[src/rtl/spi_flash_slave.sv]
// spi_flash_slave
//   Mode-0 SPI slave that emulates the read side of a serial NOR flash:
//   READ (03h) with gapless streaming from an external byte memory,
//   JEDEC ID (9Eh/9Fh) and READ STATUS (05h, never busy). Any other
//   opcode is captured and the rest of the frame is ignored.
//
// Ports
//   sclk        SPI clock; mosi sampled on rising edge, miso updated on falling edge
//   rst_n       asynchronous active-low reset
//   cs_n        active-low chip select; high holds the frame logic idle
//   mosi        serial data in, MSB first
//   miso        serial data out, MSB first
//   miso_oe     high while miso carries response data
//   mem_addr    byte address to the backing memory (kept across frames)
//   mem_rd_en   one-sclk-period read strobe
//   mem_rd_data memory byte, valid by the falling edge after mem_rd_en rises
//   cmd         last captured command byte (kept across frames)
//   cmd_valid   one-sclk-period pulse after command capture
module spi_flash_slave #(
  parameter logic [7:0] ID_B0 = 8'h20,
  parameter logic [7:0] ID_B1 = 8'hBA,
  parameter logic [7:0] ID_B2 = 8'h16
) (
  input  logic        sclk,
  input  logic        rst_n,
  input  logic        cs_n,
  input  logic        mosi,
  output logic        miso,
  output logic        miso_oe,
  output logic [23:0] mem_addr,
  output logic        mem_rd_en,
  input  logic [7:0]  mem_rd_data,
  output logic [7:0]  cmd,
  output logic        cmd_valid
);

  typedef enum logic [2:0] {
    ST_CMD, ST_ADDR, ST_RD_DATA, ST_ID_OUT, ST_STAT_OUT, ST_IGNORE
  } state_t;

  state_t      state_reg, state_next;
  logic [2:0]  bit_cnt_reg;
  logic [7:0]  rx_reg;
  logic [7:0]  rx_next;
  logic        byte_done;
  logic [1:0]  addr_byte_reg;
  logic [15:0] addr_hi_reg;
  logic [1:0]  id_idx_reg;
  logic [6:0]  tx_reg;
  logic [7:0]  load_byte;
  logic        resp_active;
  logic        hold;

  // Frame logic is held idle either by reset or by a deselected chip.
  assign hold      = ~rst_n | cs_n;
  assign rx_next   = {rx_reg[6:0], mosi};
  assign byte_done = (bit_cnt_reg == 3'd7);

  // ID table: three JEDEC bytes followed by zero padding.
  localparam logic [31:0] ID_WORD = {ID_B0, ID_B1, ID_B2, 8'h00};
  logic [7:0] id_rom [4];
  genvar gi;
  generate
    for (gi = 0; gi < 4; gi++) begin : g_id_rom
      assign id_rom[gi] = ID_WORD[31-8*gi -: 8];
    end
  endgenerate

  // Next-state decode
  always_comb begin
    state_next = state_reg;
    case (state_reg)
      ST_CMD: begin
        if (byte_done) begin
          case (rx_next)
            8'h03:        state_next = ST_ADDR;
            8'h9E, 8'h9F: state_next = ST_ID_OUT;
            8'h05:        state_next = ST_STAT_OUT;
            default:      state_next = ST_IGNORE;
          endcase
        end
      end
      ST_ADDR: begin
        if (byte_done && addr_byte_reg == 2'd2) state_next = ST_RD_DATA;
      end
      default: state_next = state_reg;
    endcase
  end

  // Rising-edge frame logic (cleared whenever cs_n is high)
  always_ff @(posedge sclk or posedge hold) begin
    if (hold) begin
      state_reg     <= ST_CMD;
      bit_cnt_reg   <= 3'd0;
      rx_reg        <= 8'h00;
      cmd_valid     <= 1'b0;
      mem_rd_en     <= 1'b0;
      addr_byte_reg <= 2'd0;
      addr_hi_reg   <= 16'h0000;
      id_idx_reg    <= 2'd0;
    end else begin
      state_reg   <= state_next;
      bit_cnt_reg <= bit_cnt_reg + 3'd1;
      rx_reg      <= rx_next;
      cmd_valid   <= (state_reg == ST_CMD) && byte_done;
      // Strobe for the first byte at the end of the address, then one per
      // completed output byte so the next byte is ready at the boundary.
      mem_rd_en   <= byte_done &&
                     ((state_reg == ST_ADDR && addr_byte_reg == 2'd2) ||
                      state_reg == ST_RD_DATA);
      if (state_reg == ST_ADDR && byte_done) begin
        addr_byte_reg <= addr_byte_reg + 2'd1;
        if (addr_byte_reg == 2'd0) addr_hi_reg[15:8] <= rx_next;
        else if (addr_byte_reg == 2'd1) addr_hi_reg[7:0] <= rx_next;
      end
      // Saturate on the zero-padding entry.
      if (state_reg == ST_ID_OUT && byte_done && id_idx_reg != 2'd3)
        id_idx_reg <= id_idx_reg + 2'd1;
    end
  end

  // Values that survive chip deselect; only rst_n clears them.
  always_ff @(posedge sclk or negedge rst_n) begin
    if (!rst_n) begin
      cmd      <= 8'h00;
      mem_addr <= 24'h000000;
    end else if (!cs_n) begin
      if (state_reg == ST_CMD && byte_done)
        cmd <= rx_next;
      // The address is committed only once complete, so an aborted frame
      // leaves the previous address intact.
      if (state_reg == ST_ADDR && byte_done && addr_byte_reg == 2'd2)
        mem_addr <= {addr_hi_reg, rx_next};
      else if (state_reg == ST_RD_DATA && byte_done)
        mem_addr <= mem_addr + 24'd1;
    end
  end

  assign resp_active = (state_reg == ST_RD_DATA) || (state_reg == ST_ID_OUT) ||
                       (state_reg == ST_STAT_OUT);

  always_comb begin
    load_byte = 8'h00;
    case (state_reg)
      ST_RD_DATA: load_byte = mem_rd_data;
      ST_ID_OUT:  load_byte = id_rom[id_idx_reg];
      default:    load_byte = 8'h00;
    endcase
  end

  // Falling-edge transmit path. bit_cnt_reg == 0 here means a byte boundary
  // has just been crossed on the preceding rising edge.
  always_ff @(negedge sclk or posedge hold) begin
    if (hold) begin
      tx_reg  <= 7'h00;
      miso    <= 1'b0;
      miso_oe <= 1'b0;
    end else if (resp_active) begin
      if (bit_cnt_reg == 3'd0) begin
        miso    <= load_byte[7];
        tx_reg  <= load_byte[6:0];
        miso_oe <= 1'b1;
      end else begin
        miso    <= tx_reg[6];
        tx_reg  <= {tx_reg[5:0], 1'b0};
      end
    end
  end

endmodule

[config.mk]
export PLATFORM = sky130hd
export DESIGN_NAME = spi_flash_slave
export DESIGN_NICKNAME = d
export VERILOG_FILES = /design/src/rtl/spi_flash_slave.sv
export SDC_FILE = /design/constraint.sdc
export NUM_CORES = 1
export LEC_CHECK = 0
export ABC_AREA = 1
export CORE_MARGIN = 8
export CORE_UTILIZATION = 56
export DETAILED_ROUTE_END_ITERATION = 8
export PLACE_DENSITY = 0.87
export SLEW_MARGIN = 10
export SYNTH_ARGS = -nofsm -noshare
export SYNTH_HDL_FRONTEND = slang
export SYNTH_SLANG_ARGS = --single-unit
export TNS_END_PERCENT = 30
[constraint.sdc]
create_clock -name sclk -period 3.11 [get_ports sclk]
set_input_delay 0.311 -clock sclk [delete_from_list [all_inputs] [get_ports sclk]]
set_output_delay 0.311 -clock sclk [all_outputs]
set_load 0.05 [all_outputs]
==> results.py <==
metrics = {
    "route": {
        "drc": 0,
        "detail_route.iter0.violations": 211,
        "ant_nets": 0,
        "first_pass_iters": 5,
        "vias": 3652,
        "via_per_inst": 5.508,
        "avgRoutedWirePerCell_um": 14.82,
        "totalWireLength_um": 9826,
    },
    "worst_setup_path": {
        "max_stage_delay_ns": 0.39,
        "criticalPathCategory": "flip-flop to flip-flop",
        "cp_cell_sequence": "inv_1, ha_1, inv_1, nor2_2, buf_6, nand2_1, o211ai_1, o21ai_0",
        "crit_path_end_kind": "flip-flop",
        "crit_slowest_cell": "dfrtp_1",
        "crit_arrival_ns": 1.64,
        "crit_top_cell": "inv_1",
        "worstPathRequired_ns": 1.73,
        "start_kind": "flip-flop",
        "worst-path-max-fanout": 13,
    },
    "outcome": {
        "status": "completed",
    },
    "grt": {
        "antenna_found_initial": 0,
        "use_met3": 0.04291,
        "grt_usage": 0.2027,
        "grt_pass1_wl_um": 16380,
        "met2_usage": 0.3333,
        "grt_max_degree": 48,
        "grt_pass1_vias": 3442,
        "overflow": 0,
        "grt_use_met1": 0.2483,
        "top_usage_layer": "met2",
    },
    "power": {
        "p_per_area_nw_per_um2": 398.4,
        "leakage_nw": 2.390,
        "vdd_drop_max_v": 0.0003047,
    },
    "sta": {
        "relSlewSlack": 0.6323,
        "finalSetupViolCount": 0,
        "setup_slack_ns": 0.08690,
        "finalHoldViolCount": 0,
        "skew_ns": 0.01778,
        "drv_slew": 0,
        "tightestPinTransition_ns": 0.5510,
        "tns_ns": 0,
    },
    "clock_network": {
        "cts_setup_buffers": 0,
        "numCtsBuffers": 9,
        "root_buffer": "clkbuf_8",
        "cts_num_sinks": 76,
        "clockBufferDepth": 2,
        "cts_htree_levels": 3,
        "clk_latency_ns": 0.35,
        "tritoncts": "done",
        "clkTransAtPathRegs_ns": 0.08,
    },
    "floorplanning": {
        "die_area_um2": 10080,
        "start_util": 0.5837,
        "ioPinCount": 48,
        "core_um2": 6832,
        "die_h_um": 100.4,
        "row_count": 30,
        "die_x_um": 100.4,
    },
    "final_layout": {
        "layout_common_cells": "148 x nand2_1, 67 x dfrtp_1, 64 x nor2_1, 54 x inv_1, 45 x clkdlybuf4s50_1",
        "stdcell_area_um2": 4748,
        "diodes": 0,
        "post_route_cells_drive_above_1_share": 0.07055,
        "synthToLayoutAreaGrowth_pct": 19.08,
        "mostFrequentLayoutCell": "nand2_1",
        "final_nets": 584,
        "largest_reg_flops": 24,
        "utilization": 0.6951,
    },
    "placement": {
        "dp_hpwl_um": 6855,
        "place.gp.congestion": 0.8593,
        "io_buffers": 47,
        "dpl_cell_area_um2": 4524,
        "pre_cts_ws_ns": 0.07615,
    },
    "synth": {
        "ys_seq_elements": 76,
        "ys_seq_area_frac": 0.4769,
        "ys_types": 31,
        "yosys_warnings": 0,
        "postSynthAreaPerCell_um2": 7.773,
        "netlist_instances": 513,
        "synth.net_count": 535,
        "syn_area_um2": 3988,
    },
    "run": {
        "maxCapViolations": 0,
    },
    "min_path": {
        "hold_path.class": "flip-flop to flip-flop",
    },
}
[report_power, final]
group	switching, W	internal, W
logic	0.0000357	0.0000166
registers	0.00000388	0.000992
clock network	0.000369	0.000474
total	0.000409	0.00148
[worst max-delay path, delay by kind of cell, from the launching register on]
| family | cells | cell delay [ns] |
|---|---|---|
| fa+ha+maj | 1 | 0.16 |
| buf+inv | 3 | 0.32 |
| simple gates | 2 | 0.24 |
| flops | 1 | 0.39 |
| compound gates | 2 | 0.19 |
[cell usage after synthesis]
cell type | count | area, µm²
nand2_1 | 148 | 555.5
dfrtp_1 | 67 | 1677
nor2_1 | 66 | 247.7
inv_1 | 54 | 202.7
nand3_1 | 40 | 200.2
o21ai_0 | 40 | 200.2
o21ai_1 | 16 | 80.08
ha_1 | 10 | 125.1
dfrtn_1 | 9 | 225.2
buf_6 | 8 | 90.09
nand4_1 | 8 | 50.05
a21oi_1 | 5 | 25.02
o211ai_1 | 5 | 37.54
clkbuf_1 | 3 | 11.26
nand2_2 | 3 | 18.77
nand2_4 | 3 | 33.78
nand3b_1 | 3 | 22.52
o21ai_2 | 3 | 26.28
xor2_1 | 3 | 26.28
buf_2 | 2 | 10.01
inv_2 | 2 | 7.510
nor2_4 | 2 | 22.52
nor3_1 | 2 | 10.01
o22ai_1 | 2 | 12.51
or2_2 | 2 | 12.51
xnor2_1 | 2 | 17.52
a21o_1 | 1 | 7.510
a31oi_1 | 1 | 6.260
buf_4 | 1 | 7.510
clkinv_4 | 1 | 8.760
nand3_2 | 1 | 10.01
[what timing repair did]
action / in CTS / in global routing
gates resized for setup: 0 / 3
hold buffers: 0 / 0
hold endpoints to repair: 0 / 0
setup endpoints to repair: 0 / 5
[logic make-up after synthesis]
group           share of synthesized area
fa+ha+maj                         0.03138
xor+xnor                          0.01098
flops                              0.4769
simple gates                       0.2968
buf+inv                           0.08472
compound gates                    0.09916
[through the flow]
step                total power (W)  cells  hold slack, ns
floorplan                  0.001032    513         0.01541
global placement           0.001068    647          0.3835
detailed placement         0.001069    647          0.3888
CTS                        0.001899    663          0.4058
global route               0.001948    663          0.4156
finish                     0.001892    663          0.4048
[final timing paths]
| check | startpoint | endpoint | slack, ns | depth (start not counted) |
|---|---|---|---|---|
| max | bit_cnt_reg[0]$_DFF_PP0_ | tx_reg[4]$_DFFE_NP0P_ | 0.09 | 8 |
| min in group asynchronous | cs_n | bit_cnt_reg[1]$_DFF_PP0_ | 0.43 | 2 |
| min | rx_reg[2]$_DFF_PP0_ | rx_reg[3]$_DFF_PP0_ | 0.40 | 0 |
| max in group asynchronous | rst_n | tx_reg[5]$_DFFE_NP0P_ | 0.85 | 3 |
| min reg2reg | rx_reg[2]$_DFF_PP0_ | rx_reg[3]$_DFF_PP0_ | 0.40 | 0 |
| max reg2reg | bit_cnt_reg[0]$_DFF_PP0_ | tx_reg[4]$_DFFE_NP0P_ | 0.09 | 8 |
[cell type report]
class | instances | area, µm²
clock buffer | 12 | 145.1
clock inverter | 4 | 72.57
fill | 542 | 2083
inverter | 57 | 219.0
multi-input combinational | 366 | 1758
sequential | 76 | 1902
tap | 96 | 120.1
timing repair buffer | 52 | 531.8
[per-layer routing]
layer,part of all wire,routed length [µm]
met2,0.48,4748
met4,0.024,236
met5,0,0
met3,0.076,749
met1,0.42,4091
Note: power is estimated with default switching activity, not from simulation.
